## src/rtl/store_pkg.sv

```systemverilog
// store_pkg: state encoding, funct3 store codes and default width shared by the store RMW unit
package store_pkg;
    localparam int DEFAULT_XLEN = 64;
    localparam logic [2:0] F3_SB = 3'd0;
    localparam logic [2:0] F3_SH = 3'd1;
    localparam logic [2:0] F3_SW = 3'd2;
    localparam logic [2:0] F3_SD = 3'd3;
    typedef enum logic [2:0] {IDLE, READ, MERGE, WRITE, DONE} store_state_t;
endpackage

```

## src/rtl/store_rmw_unit_if.sv

```systemverilog
// store_rmw_unit_if: doubleword data-memory port (no byte enables) between the store unit and memory
interface store_rmw_unit_if #(parameter int XLEN = store_pkg::DEFAULT_XLEN) ();
    logic [XLEN-1:0] mem_addr;
    logic [XLEN-1:0] mem_wdata;
    logic [XLEN-1:0] mem_rdata;
    logic            mem_we;
    modport master (output mem_addr, output mem_wdata, output mem_we, input mem_rdata);
    modport slave  (input mem_addr, input mem_wdata, input mem_we, output mem_rdata);
endinterface

```

## src/rtl/store_lane_merge.sv

```systemverilog
// store_lane_merge: replaces one little-endian byte/half/word lane of a doubleword; sd passes new data through
module store_lane_merge import store_pkg::*; #(
    parameter int XLEN = DEFAULT_XLEN
) (
    input  logic [XLEN-1:0] old_dw,
    input  logic [XLEN-1:0] new_data,
    input  logic [2:0]      funct3,
    input  logic [2:0]      offset,
    output logic [XLEN-1:0] merged
);
    logic [XLEN-1:0] mask;
    logic [5:0]      shamt;
    always_comb begin
        mask  = funct3 == F3_SB ? XLEN'(8'hff) :
                funct3 == F3_SH ? XLEN'(16'hffff) :
                funct3 == F3_SW ? XLEN'(32'hffff_ffff) :
                funct3 == F3_SD ? {XLEN{1'b1}} : {XLEN{1'b0}};
        // offset bits below the access size are dropped, so lanes are always naturally aligned
        shamt = funct3 == F3_SB ? {offset, 3'b000} :
                funct3 == F3_SH ? {offset[2:1], 4'b0000} :
                funct3 == F3_SW ? {offset[2], 5'b00000} : 6'd0;
        merged = (old_dw & ~(mask << shamt)) | ((new_data & mask) << shamt);
    end
endmodule

```

## src/rtl/store_rmw_unit.sv

```systemverilog
// store_rmw_unit: narrows rs2 to sb/sh/sw/sd and stores it via read-modify-write on a byte-enable-less memory.
// STORE_MISALIGN_TRAP_EN: when defined, misaligned sh/sw/sd finish immediately with misalign_err instead of storing.
module store_rmw_unit import store_pkg::*; #(
    parameter int XLEN             = DEFAULT_XLEN,
    parameter int MEM_READ_LATENCY = 1
) (
    input  logic             clk,
    input  logic             reset,
    input  logic             start,
    input  logic [2:0]       funct3,
    input  logic [XLEN-1:0]  addr,
    input  logic [XLEN-1:0]  store_data,
    store_rmw_unit_if.master mem,
    output logic             busy,
    output logic             done,
    output logic             misalign_err
);
    localparam int CW = MEM_READ_LATENCY > 1 ? $clog2(MEM_READ_LATENCY) : 1;
    store_state_t    state, state_n;
    logic [CW-1:0]   cnt;
    logic [XLEN-1:0] addr_q, data_q, wdata_q, merged;
    logic [2:0]      f3_q;
    logic            mis, accept, wait_over;
    assign accept    = state == IDLE && start;
    assign wait_over = cnt == CW'(MEM_READ_LATENCY - 1);
`ifdef STORE_MISALIGN_TRAP_EN
    logic err_q;
    assign mis = (funct3 == F3_SH && addr[0]) ||
                 (funct3 == F3_SW && addr[1:0] != 2'b00) ||
                 (funct3 == F3_SD && addr[2:0] != 3'b000);
    always_ff @(posedge clk)
        err_q <= reset ? 1'b0 : accept ? mis : err_q;
    assign misalign_err = err_q && state == DONE;
`else
    assign mis          = 1'b0;
    assign misalign_err = 1'b0;
`endif
    store_lane_merge #(.XLEN(XLEN)) u_merge (
        .old_dw   (mem.mem_rdata),
        .new_data (data_q),
        .funct3   (f3_q),
        .offset   (addr_q[2:0]),
        .merged   (merged)
    );
    always_ff @(posedge clk)
        state <= reset ? IDLE : state_n;
    always_comb begin
        state_n    = state;
        busy       = state != IDLE;
        done       = 1'b0;
        mem.mem_we = 1'b0;
        unique case (state)
            IDLE:  state_n = !start ? IDLE :
                             (mis || funct3[2]) ? DONE :
                             funct3 == F3_SD ? WRITE : READ;
            READ:  state_n = wait_over ? MERGE : READ;
            MERGE: state_n = WRITE;
            WRITE: begin
                state_n    = DONE;
                mem.mem_we = 1'b1;
            end
            DONE: begin
                state_n = IDLE;
                done    = 1'b1;
            end
            default: state_n = IDLE;
        endcase
    end
    always_ff @(posedge clk) begin
        if (reset) begin
            cnt     <= '0;
            addr_q  <= '0;
            data_q  <= '0;
            f3_q    <= '0;
            wdata_q <= '0;
        end else begin
            if (accept) begin
                addr_q <= addr;
                data_q <= store_data;
                f3_q   <= funct3;
            end
            cnt <= state == READ && !wait_over ? cnt + 1'b1 : '0;
            // sd skips the read, so its write data is loaded straight from the request
            if (accept && funct3 == F3_SD)
                wdata_q <= store_data;
            else if (state == MERGE)
                wdata_q <= merged;
        end
    end
    assign mem.mem_addr  = {addr_q[XLEN-1:3], 3'b000};
    assign mem.mem_wdata = wdata_q;
endmodule
```

## src/flat_wrapper.sv

```systemverilog
// flat-port wrapper written by rule: the top's interface ports become plain ports
module store_rmw_unit_flat import store_pkg::*;
#(
    parameter int XLEN             = DEFAULT_XLEN,
    parameter int MEM_READ_LATENCY = 1
)
  (clk, reset, start, funct3, addr, store_data, busy, done, misalign_err, mem_mem_addr, mem_mem_wdata, mem_mem_we, mem_mem_rdata);
  store_rmw_unit_if #(.XLEN(XLEN)) mem_i ();
  input  logic clk;
  input  logic reset;
  input  logic start;
  input  logic [2:0] funct3;
  input  logic [XLEN-1:0] addr;
  input  logic [XLEN-1:0] store_data;
  output logic busy;
  output logic done;
  output logic misalign_err;
  output wire logic [$bits(mem_i.mem_addr)-1:0] mem_mem_addr;
  output wire logic [$bits(mem_i.mem_wdata)-1:0] mem_mem_wdata;
  output wire logic [$bits(mem_i.mem_we)-1:0] mem_mem_we;
  input wire logic [$bits(mem_i.mem_rdata)-1:0] mem_mem_rdata;
  assign mem_mem_addr = mem_i.mem_addr;
  assign mem_mem_wdata = mem_i.mem_wdata;
  assign mem_mem_we = mem_i.mem_we;
  assign mem_i.mem_rdata = mem_mem_rdata;
  store_rmw_unit #(.XLEN(XLEN), .MEM_READ_LATENCY(MEM_READ_LATENCY)) u_core (.clk(clk), .reset(reset), .start(start), .funct3(funct3), .addr(addr), .store_data(store_data), .mem(mem_i), .busy(busy), .done(done), .misalign_err(misalign_err));
endmodule
```

## config.mk

```make
export PLATFORM = sky130hd
export DESIGN_NAME = store_rmw_unit_flat
export DESIGN_NICKNAME = d
export VERILOG_FILES = /design/src/rtl/store_pkg.sv /design/src/rtl/store_rmw_unit_if.sv /design/src/rtl/store_lane_merge.sv /design/src/rtl/store_rmw_unit.sv /design/src/flat_wrapper.sv
export SDC_FILE = /design/constraint.sdc
export NUM_CORES = 1
export LEC_CHECK = 0
export ABC_AREA = 1
export BUFFER_PORTS_ARGS = -buffer_cell sky130_fd_sc_hd__buf_2
export CAP_MARGIN = 20
export CORE_ASPECT_RATIO = 0.6
export CORE_MARGIN = 4
export CORE_UTILIZATION = 29
export CTS_CLUSTER_DIAMETER = 80
export DETAILED_ROUTE_END_ITERATION = 16
export GPL_ROUTABILITY_DRIVEN = 0
export PLACE_DENSITY = 0.59
export RECOVER_POWER = 25
export SLEW_MARGIN = 20
export SYNTH_ARGS = -nofsm -noshare
export SYNTH_HDL_FRONTEND = slang
export SYNTH_SLANG_ARGS = --single-unit
```

## constraint.sdc

```tcl
create_clock -name clk -period 4.6 [get_ports clk]
set_clock_uncertainty 0.1 [all_clocks]
set_input_delay 1.38 -clock clk [delete_from_list [all_inputs] [get_ports clk]]
set_output_delay 1.38 -clock clk [all_outputs]
set_load 0.02 [all_outputs]
```

==> results.py, run 1 <==
metrics = {
    "synth": {
        "synth-edff-count": 0,
        "yosys.area_share.simple_pct": 26.1,
        "ys_seq_elements": 199,
        "syn_avg_cell_area_um2": 7.08,
        "synth.top_cells.by_count": "nor2_1, dfxtp_1, o21ai_0",
        "synth-xor-area-share_pct": 0,
        "synth_seq_area_share_pct": 42.6,
        "netlist_instances": 1323,
        "synth.area.mux_share_pct": 0,
        "ys_types": 32,
        "synth_warnings": 0,
        "synth_compound_area_share_pct": 19.0,
        "synth-main-ff-cell": "dfxtp_1",
        "yosysMostFrequentCell": "nor2_1",
        "synth_area_um2": 9360,
        "yosysTopAreaCell": "dfxtp_1",
        "synth-async-reset-ratio_pct": 0,
        "netlist.area_leader.share_pct": 42.6,
        "synth_top_family_by_area": "simple AND/OR/NAND/NOR gates",
        "synthTopCellsByArea": "dfxtp_1, nor2_1, o21ai_0",
        "synthAdderAreaFrac_pct": 0,
    },
    "critical_path": {
        "cp_slowest_cell": "clkbuf_1",
        "worst_ep_arrival_time_ns": 3.84,
        "r2r-end": "u_core.addr_q[60]",
        "r2r_slack_ns": 1.49,
        "cp_cell_sequence": "buf_2 -> inv_1 -> nor2_8 -> clkbuf_1 -> o21ai_0 -> nor2_1",
        "cp-endpoint": "u_core.addr_q[60]",
        "crit_path_start_kind": "primary input",
        "critical-path-max-stage-delay_ns": 1.66,
        "ff2ff_path_depth": 6,
        "crit_path_start": "start",
        "critPathRequiredTime_ns": 4.88,
        "crit_path_max_fanout": 63,
        "path_class": "in -> reg",
        "reg2reg_from": "u_core.state[2]",
        "end_kind": "flop",
    },
    "cts": {
        "cts-root-buf": "clkbuf_16",
        "numClockSinks": 199,
        "cts_tree": "yes",
        "cts-htree-levels": 4,
        "holdBufCountCts": 0,
        "clk_latency_ns": 0.45,
        "post_cts_buffers": 0,
        "clk_path_buf_depth": 2,
        "clk_pin_slew_ns": 0.08,
        "cts_buffers": 17,
        "cts_resized": 0,
    },
    "run_status": {
        "status": "finished, violations left",
        "failed_checks": "max-capacitance violations, max-slew violations",
    },
    "sta": {
        "worstMarginPinSlew_ns": 2.33,
        "rsz0062_at_grt": "no",
        "final-max-slew-violation-count": 64,
        "slew_headroom_pct": -55.6,
        "fin_tns_setup_ns": 0,
        "finalSetupViolations": 0,
        "finalCriticalPeriod_ns": 3.57,
        "hold_violations": 0,
        "layout_worst_path_cycle_share_pct": 77.6,
        "timing.fmax_mhz": 280,
    },
    "flow_run": {
        "drv_cap": 1,
    },
    "detailed_routing": {
        "wl_per_cell_um": 19.0,
        "first_pass_iters": 5,
        "avgViaCountPerCell": 5.02,
        "drc_errors": 0,
        "drt_iter0_drc": 758,
        "drt-total-wl_um": 37100,
        "ant_nets": 0,
        "dr_total_vias": 9827,
    },
    "global_routing": {
        "grt_max_degree": 129,
        "grt_usage_pct": 20.1,
        "grt_first_pass_wirelength_um": 54700,
        "antenna_found_initial": 7,
        "grt_pass1_vias": 9159,
        "grt-ovfl-total": 0,
    },
    "die": {
        "die_w_um": 240,
        "design.core.area_um2": 31500,
        "fp.dieArea_um2": 35300,
        "core.rowCount": 50,
        "start_util_pct": 29.7,
        "io_pins": 330,
        "die_y_um": 147,
    },
    "pwr": {
        "finalPower_mw": 4.79,
        "power_density_nw_per_um2": 426,
        "ir_worst_vdd_mv": 0.256,
        "leakage_nw": 5.11,
    },
    "hold_path": {
        "hp-start": "u_core.data_q[30]",
        "hold_path_class": "reg -> reg",
    },
    "final_layout": {
        "drive_gt1_share_pct": 21.0,
        "nNetsFinal": 1726,
        "area_growth_pct": 20.2,
    },
    "placed_design": {
        "numPortBuffers": 325,
        "dp_hpwl_um": 26200,
    },
}
stage by stage:
step | area, µm² | utilization (%) | hold slack (ns) | std cells | setup slack, ns
after floorplan | 9380 | - | 0.325 | 1327 | 2.14
after global placement | 10700 | 34.1 | 0.335 | 1925 | 1.06
after detailed placement | 10700 | 34.1 | 0.341 | 1925 | 1.25
after CTS | 11300 | 36.1 | 0.353 | 1957 | 1.69
after global routing | 11200 | 35.7 | 0.372 | 1957 | 0.765
final | 11200 | 35.7 | 0.349 | 1958 | 1.03
critical path, delay by kind of cell:
family | cells | cell delay, ns
AOI/OAI and AO/OA | 1 | 0.30
buffers and inverters | 3 | 1.83
and+or+nand+nor | 2 | 0.28
registers in the layout, summed over array words and instances, names as in the netlist:
name / flops
u_core.data_q: 64
u_core.cnt: 1
u_core.addr_q: 64
u_core.state: 3
u_core.mem.mem_wdata: 64
u_core.f3_q: 3
cells by family (layout without fill, tap and decap cells):
logic type      count (synthesis)  after routing
flops                         199            199
compound gates                330            330
other cells                     1              6
simple gates                  575            575
buf+inv                       218            432
cells in the final DEF (no fill, tap or decap), drive strengths merged:
cell | Yosys | final
a211oi | 2 | 2
a21oi | 116 | 116
a311oi | 1 | 1
a31oi | 3 | 3
buf | 108 | 257
bufinv | 0 | 3
clkbuf | 47 | 100
clkinv | 0 | 4
conb | 1 | 5
dfxtp | 199 | 199
diode | 0 | 1
inv | 63 | 68
nand2 | 167 | 167
nand3 | 126 | 126
nand4 | 7 | 7
nor2 | 269 | 269
nor3 | 1 | 1
nor4 | 1 | 1
o211ai | 7 | 7
o21ai | 173 | 173
o221ai | 22 | 22
o22ai | 6 | 6
or2 | 4 | 4
layout make-up:
type,count,area (µm²)
clock inverters,12,164
multi-input cells,910,4240
inverters,63,244
flip-flops and latches,199,3980
fillers,3477,20200
clock buffers,20,467
diodes,1,2.50
repair buffers,337,1630
well taps,416,520
worst min-delay path by stage:
| stage | cells past startpoint | endpoint | slack [ns] |
|---|---|---|---|
| 3_5_place_dp | 2 | u_core.data_q[30] | 0.34 |
| 3_3_place_gp | 2 | u_core.data_q[49] | 0.33 |
| 2_1_floorplan | 2 | u_core.data_q[28] | 0.32 |
| 4_1_cts | 2 | u_core.data_q[30] | 0.35 |
| 5_1_grt | 2 | u_core.data_q[39] | 0.37 |
| 6_report | 2 | u_core.data_q[30] | 0.35 |
layer usage:
metal / wire length, µm / share of wire (%) / GRT usage, % / vias up
met5: 82 / 0.22 / 0 / -
met4: 347 / 0.93 / 3.72 / 12
met3: 2880 / 7.8 / 6.02 / 33
met2: 16300 / 44 / 30.2 / 356
met1: 17500 / 47 / 28.9 / 4678
li1: - / - / - / 4748
power by group:
| group | internal (mW) | switching, mW | total [mW] |
|---|---|---|---|
| Clock | 0.913 | 0.748 | 1.66 |
| Combinational | 0.325 | 0.790 | 1.12 |
| Sequential | 1.91 | 0.104 | 2.02 |
No activity file was read; power rests on OpenSTA's default activity.
==> run 2: changes to the inputs <==
==> constraint.sdc (replaced) <==
create_clock -name clk -period 3.44 [get_ports clk]
set_clock_uncertainty 0.1 [all_clocks]
set_input_delay 1.032 -clock clk [delete_from_list [all_inputs] [get_ports clk]]
set_output_delay 1.032 -clock clk [all_outputs]
set_load 0.02 [all_outputs]
==> results.py, run 2 (same netlist as run 1, synthesis figures left out) <==
metrics = {
    "sta": {
        "worstMarginPinSlew_ns": 1.71,
        "final-max-slew-violation-count": 86,
        "whs_ns": 0.351,
        "finalCriticalPeriod_ns": 3.04,
        "rsz0062_at_grt": "no",
        "slew_headroom_pct": -13.8,
        "timing.fmax_mhz": 329,
        "layout_worst_path_cycle_share_pct": 88.3,
        "hold_violations": 0,
        "fin_tns_setup_ns": 0,
        "finalSetupViolations": 0,
    },
    "hold_path": {
        "hold_path_class": "reg -> reg",
    },
    "final_layout": {
        "final_area_um2": 11400,
        "nNetsFinal": 1733,
        "area_growth_pct": 21.6,
        "layout.cells.most_common_list": "buf_2, nor2_1, dfxtp_1",
        "final_util_pct": 36.2,
        "drive_gt1_share_pct": 26.1,
        "final_common_cell": "buf_2",
    },
    "global_routing": {
        "grt-ovfl-total": 0,
        "grt_pass1_vias": 9250,
        "grt_max_degree": 67,
        "grt_usage_pct": 20.1,
        "grt_first_pass_wirelength_um": 54800,
        "antenna_found_initial": 16,
    },
    "cts": {
        "clk_pin_slew_ns": 0.07,
        "cts_tree": "yes",
        "numClockSinks": 199,
        "cts-htree-levels": 4,
        "cts_buffers": 17,
        "post_cts_buffers": 0,
        "clk_latency_ns": 0.45,
        "holdBufCountCts": 0,
        "cts_resized": 0,
        "cts-root-buf": "clkbuf_16",
        "clk_path_buf_depth": 2,
    },
    "critical_path": {
        "critical-path-max-stage-delay_ns": 1.28,
        "worst_ep_arrival_time_ns": 3.32,
        "crit_path_max_fanout": 37,
        "path_delay_family": "buffers and inverters",
        "critPathBufInv": 3,
        "path_class": "in -> reg",
        "crit_path_start_kind": "primary input",
        "cp_cell_sequence": "buf_2 -> inv_1 -> nor2_1 -> clkbuf_1 -> nand2_1 -> a21oi_1",
        "cp_slowest_cell": "clkbuf_1",
        "critPathRequiredTime_ns": 3.72,
        "end_kind": "flop",
    },
    "die": {
        "die_y_um": 147,
        "start_util_pct": 29.7,
        "core.rowCount": 50,
        "fp.dieArea_um2": 35300,
        "design.core.area_um2": 31500,
        "io_pins": 330,
        "die_w_um": 240,
    },
    "detailed_routing": {
        "wl_per_cell_um": 18.8,
        "avgViaCountPerCell": 5.03,
        "dr_total_vias": 9902,
        "drt_iter0_drc": 901,
        "ant_nets": 0,
        "first_pass_iters": 7,
        "drt-total-wl_um": 37000,
        "drc_errors": 0,
    },
    "flow_run": {
        "drv_cap": 2,
    },
    "pwr": {
        "leakage_nw": 5.42,
        "ir_worst_vdd_mv": 0.370,
        "power_density_nw_per_um2": 554,
        "finalPower_mw": 6.30,
    },
    "run_status": {
        "status": "finished, violations left",
        "failed_checks": "max-capacitance violations, max-slew violations",
    },
    "placed_design": {
        "numPortBuffers": 325,
        "dp_hpwl_um": 27000,
        "placed_area_um2": 10800,
    },
}
## run 2: path summary, 6_finish.rpt
| path | from | to | slack, ns | cells after the start |
|---|---|---|---|---|
| worst max-delay path | start | u_core.f3_q[0] | 0.40 | 6 |
| worst max register to register | u_core.state[2] | u_core.f3_q[0] | 0.49 | 6 |
| worst min-delay path | u_core.data_q[48] | u_core.data_q[48] | 0.35 | 2 |
| worst min register to register | u_core.data_q[48] | u_core.data_q[48] | 0.35 | 2 |
## run 2: layout make-up
class                      instances  area (µm²)
antenna                            5        12.5
clock inverter                    10         123
multi-input combinational        910        4230
clock buffer                      21         460
tap                              416         520
inverter                          63         239
fill                            3407       20100
sequential                       199        3980
timing repair buffer             344        1820
## run 2: where the power goes
group          internal [mW]  switching [mW]  total [mW]
clock network           1.11           0.957        2.07
logic                  0.475            1.06        1.54
registers               2.56           0.136        2.70
total                   4.15            2.16        6.30
## run 2: through the flow
step / cells / setup slack, ns
global placement: 1932 / 0.698
finish: 1968 / 0.401
global route: 1968 / 0.207
detailed placement: 1932 / 0.658
floorplan: 1327 / 1.33
CTS: 1963 / 0.648
## run 2: worst min-delay path, delay by kind of cell (launching register included)
kind	cells	cell delay [ns]
buf+inv	1	0.05
flops	1	0.30
compound gates	1	0.05
## run 2: per-layer routing
metal | global-route usage, % | vias to the layer above | part of all wire, %
met2 | 29.1 | 410 | 43
li1 | - | 4765 | -
met4 | 6.26 | 22 | 2.1
met3 | 7.56 | 59 | 10
met1 | 27.8 | 4646 | 45
met5 | 0 | - | 0.30
==> run 3: changes to the inputs <==
--- a/config.mk
+++ b/config.mk
@@ -8,7 +8,6 @@
 export ABC_AREA = 1
 export BUFFER_PORTS_ARGS = -buffer_cell sky130_fd_sc_hd__buf_2
 export CAP_MARGIN = 20
-export CORE_ASPECT_RATIO = 0.6
 export CORE_MARGIN = 4
 export CORE_UTILIZATION = 29
 export CTS_CLUSTER_DIAMETER = 80
==> results.py, run 3 (same netlist as run 1, synthesis figures left out) <==
metrics = {
    "global_routing": {
        "antenna_found_initial": 8,
        "grt_first_pass_wirelength_um": 53800,
        "grt_pass1_vias": 9121,
        "grt_usage_pct": 19.4,
        "grt_max_degree": 104,
        "grt-ovfl-total": 0,
    },
    "cts": {
        "clk_latency_ns": 0.43,
        "cts_tree": "yes",
        "cts_buffers": 17,
        "cts_resized": 0,
        "clk_pin_slew_ns": 0.07,
        "numClockSinks": 199,
        "cts-root-buf": "clkbuf_16",
        "holdBufCountCts": 0,
        "clk_path_buf_depth": 2,
        "post_cts_buffers": 0,
        "cts-htree-levels": 4,
    },
    "critical_path": {
        "cp_slowest_cell": "clkbuf_2",
        "crit_path_max_fanout": 51,
        "end_kind": "flop",
        "path_delay_family": "buffers and inverters",
        "path_class": "in -> reg",
        "critical-path-max-stage-delay_ns": 0.90,
        "worst_ep_arrival_time_ns": 3.01,
        "cp_cell_sequence": "clkbuf_1 -> inv_1 -> nor2_1 -> nand2_2 -> nand2_2 -> clkbuf_2 -> o21ai_0 -> nor2_1 -> a21oi_1",
        "crit_path_start_kind": "primary input",
        "critPathBufInv": 3,
        "critPathRequiredTime_ns": 3.65,
    },
    "detailed_routing": {
        "drt_iter0_drc": 771,
        "first_pass_iters": 5,
        "drc_errors": 0,
        "dr_total_vias": 9703,
        "avgViaCountPerCell": 4.98,
        "ant_nets": 0,
        "drt-total-wl_um": 35800,
        "wl_per_cell_um": 18.4,
    },
    "pwr": {
        "ir_worst_vdd_mv": 0.346,
        "leakage_nw": 5.20,
        "power_frac_clock_pct": 32.1,
        "p_seq_share_pct": 43.9,
        "internal-power_mw": 4.00,
        "pwr-share-comb_pct": 24.0,
        "p_sw_share_pct": 34.9,
        "p_switching_mw": 2.15,
        "power_density_nw_per_um2": 549,
    },
    "final_layout": {
        "drive_gt1_share_pct": 23.3,
        "layout.cells.most_common_list": "buf_2, nor2_1, dfxtp_1",
        "final_cells": 1947,
        "nFillCells": 3491,
        "final_util_pct": 35.3,
        "num_antenna_cells": 0,
        "final_common_cell": "buf_2",
        "area_growth_pct": 19.8,
        "nNetsFinal": 1730,
    },
    "placed_design": {
        "post-place-cells": 1915,
        "numPortBuffers": 325,
        "dp_hpwl_um": 25100,
        "pre_cts_ws_ns": 0.707,
    },
    "sta": {
        "finalSetupViolations": 0,
        "hold_violations": 0,
        "worst_slack_ns": 0.639,
        "finalCriticalPeriod_ns": 2.80,
        "final-max-slew-violation-count": 0,
        "fin_tns_setup_ns": 0,
        "timing.fmax_mhz": 357,
        "slew_headroom_pct": 19.5,
        "worstMarginPinSlew_ns": 1.21,
        "layout_worst_path_cycle_share_pct": 81.4,
        "rsz0062_at_grt": "no",
    },
    "die": {
        "die_w_um": 188,
        "die_y_um": 188,
        "start_util_pct": 29.5,
        "fp.dieArea_um2": 35200,
        "design.core.area_um2": 31700,
        "io_pins": 330,
        "core.rowCount": 65,
    },
    "flow_run": {
        "drv_cap": 0,
    },
    "hold_path": {
        "hold_path_class": "reg -> reg",
    },
    "run_status": {
        "status": "finished, final reports clean",
    },
}
==> run 3: metal layers <==
metal | share of wire (%) | track usage, %
met5 | 0.18 | 0
met4 | 2.5 | 6.15
met3 | 7.9 | 5.27
met2 | 46 | 31.1
met1 | 43 | 25.5
==> run 3: worst paths after layout <==
kind | slack (ns) | cells after the start | endpoint | start
max | 0.64 | 9 | u_core.mem.mem_wdata[48] | start
min | 0.36 | 2 | u_core.data_q[32] | u_core.data_q[32]
max reg2reg | 0.79 | 9 | u_core.mem.mem_wdata[48] | u_core.state[2]
min reg2reg | 0.36 | 2 | u_core.data_q[32] | u_core.data_q[32]
==> run 3: power groups by stage <==
stage                     registers [mW]  logic, mW  clock network [mW]
final                               2.70       1.48                1.98
after detailed placement            2.74       1.51                   0
after global routing                2.73       1.63                2.14
after CTS                           2.69       1.51                2.04
after floorplan                     2.79       1.01                   0
after global placement              2.74       1.50                   0
==> run 3: tightest hold or removal path: cells and delay by family (launching register included) <==
| kind | cells | cell delay, ns |
|---|---|---|
| AO/OA/AOI/OAI | 1 | 0.05 |
| buffers and inverters | 1 | 0.06 |
| flip-flops | 1 | 0.30 |
==> run 3: final cells by class <==
| type | count | area (µm²) | share of cell area [%] |
|---|---|---|---|
| Clock buffer | 20 | 467 | 4.16 |
| Clock inverter | 12 | 92.6 | 0.826 |
| Inverter | 63 | 240 | 2.14 |
| Multi-Input combinational cell | 910 | 4230 | 37.7 |
| Sequential cell | 199 | 3980 | 35.5 |
| Tap cell | 402 | 503 | 4.49 |
| Timing Repair Buffer | 341 | 1700 | 15.1 |
==> run 3: stage by stage <==
stage / area, µm² / total power, mW / hold slack (ns)
after floorplan: 9380 / 3.81 / 0.325
after global routing: 11200 / 6.50 / 0.367
after CTS: 11300 / 6.25 / 0.354
after detailed placement: 10700 / 4.25 / 0.342
final: 11200 / 6.15 / 0.356
after global placement: 10700 / 4.24 / 0.334
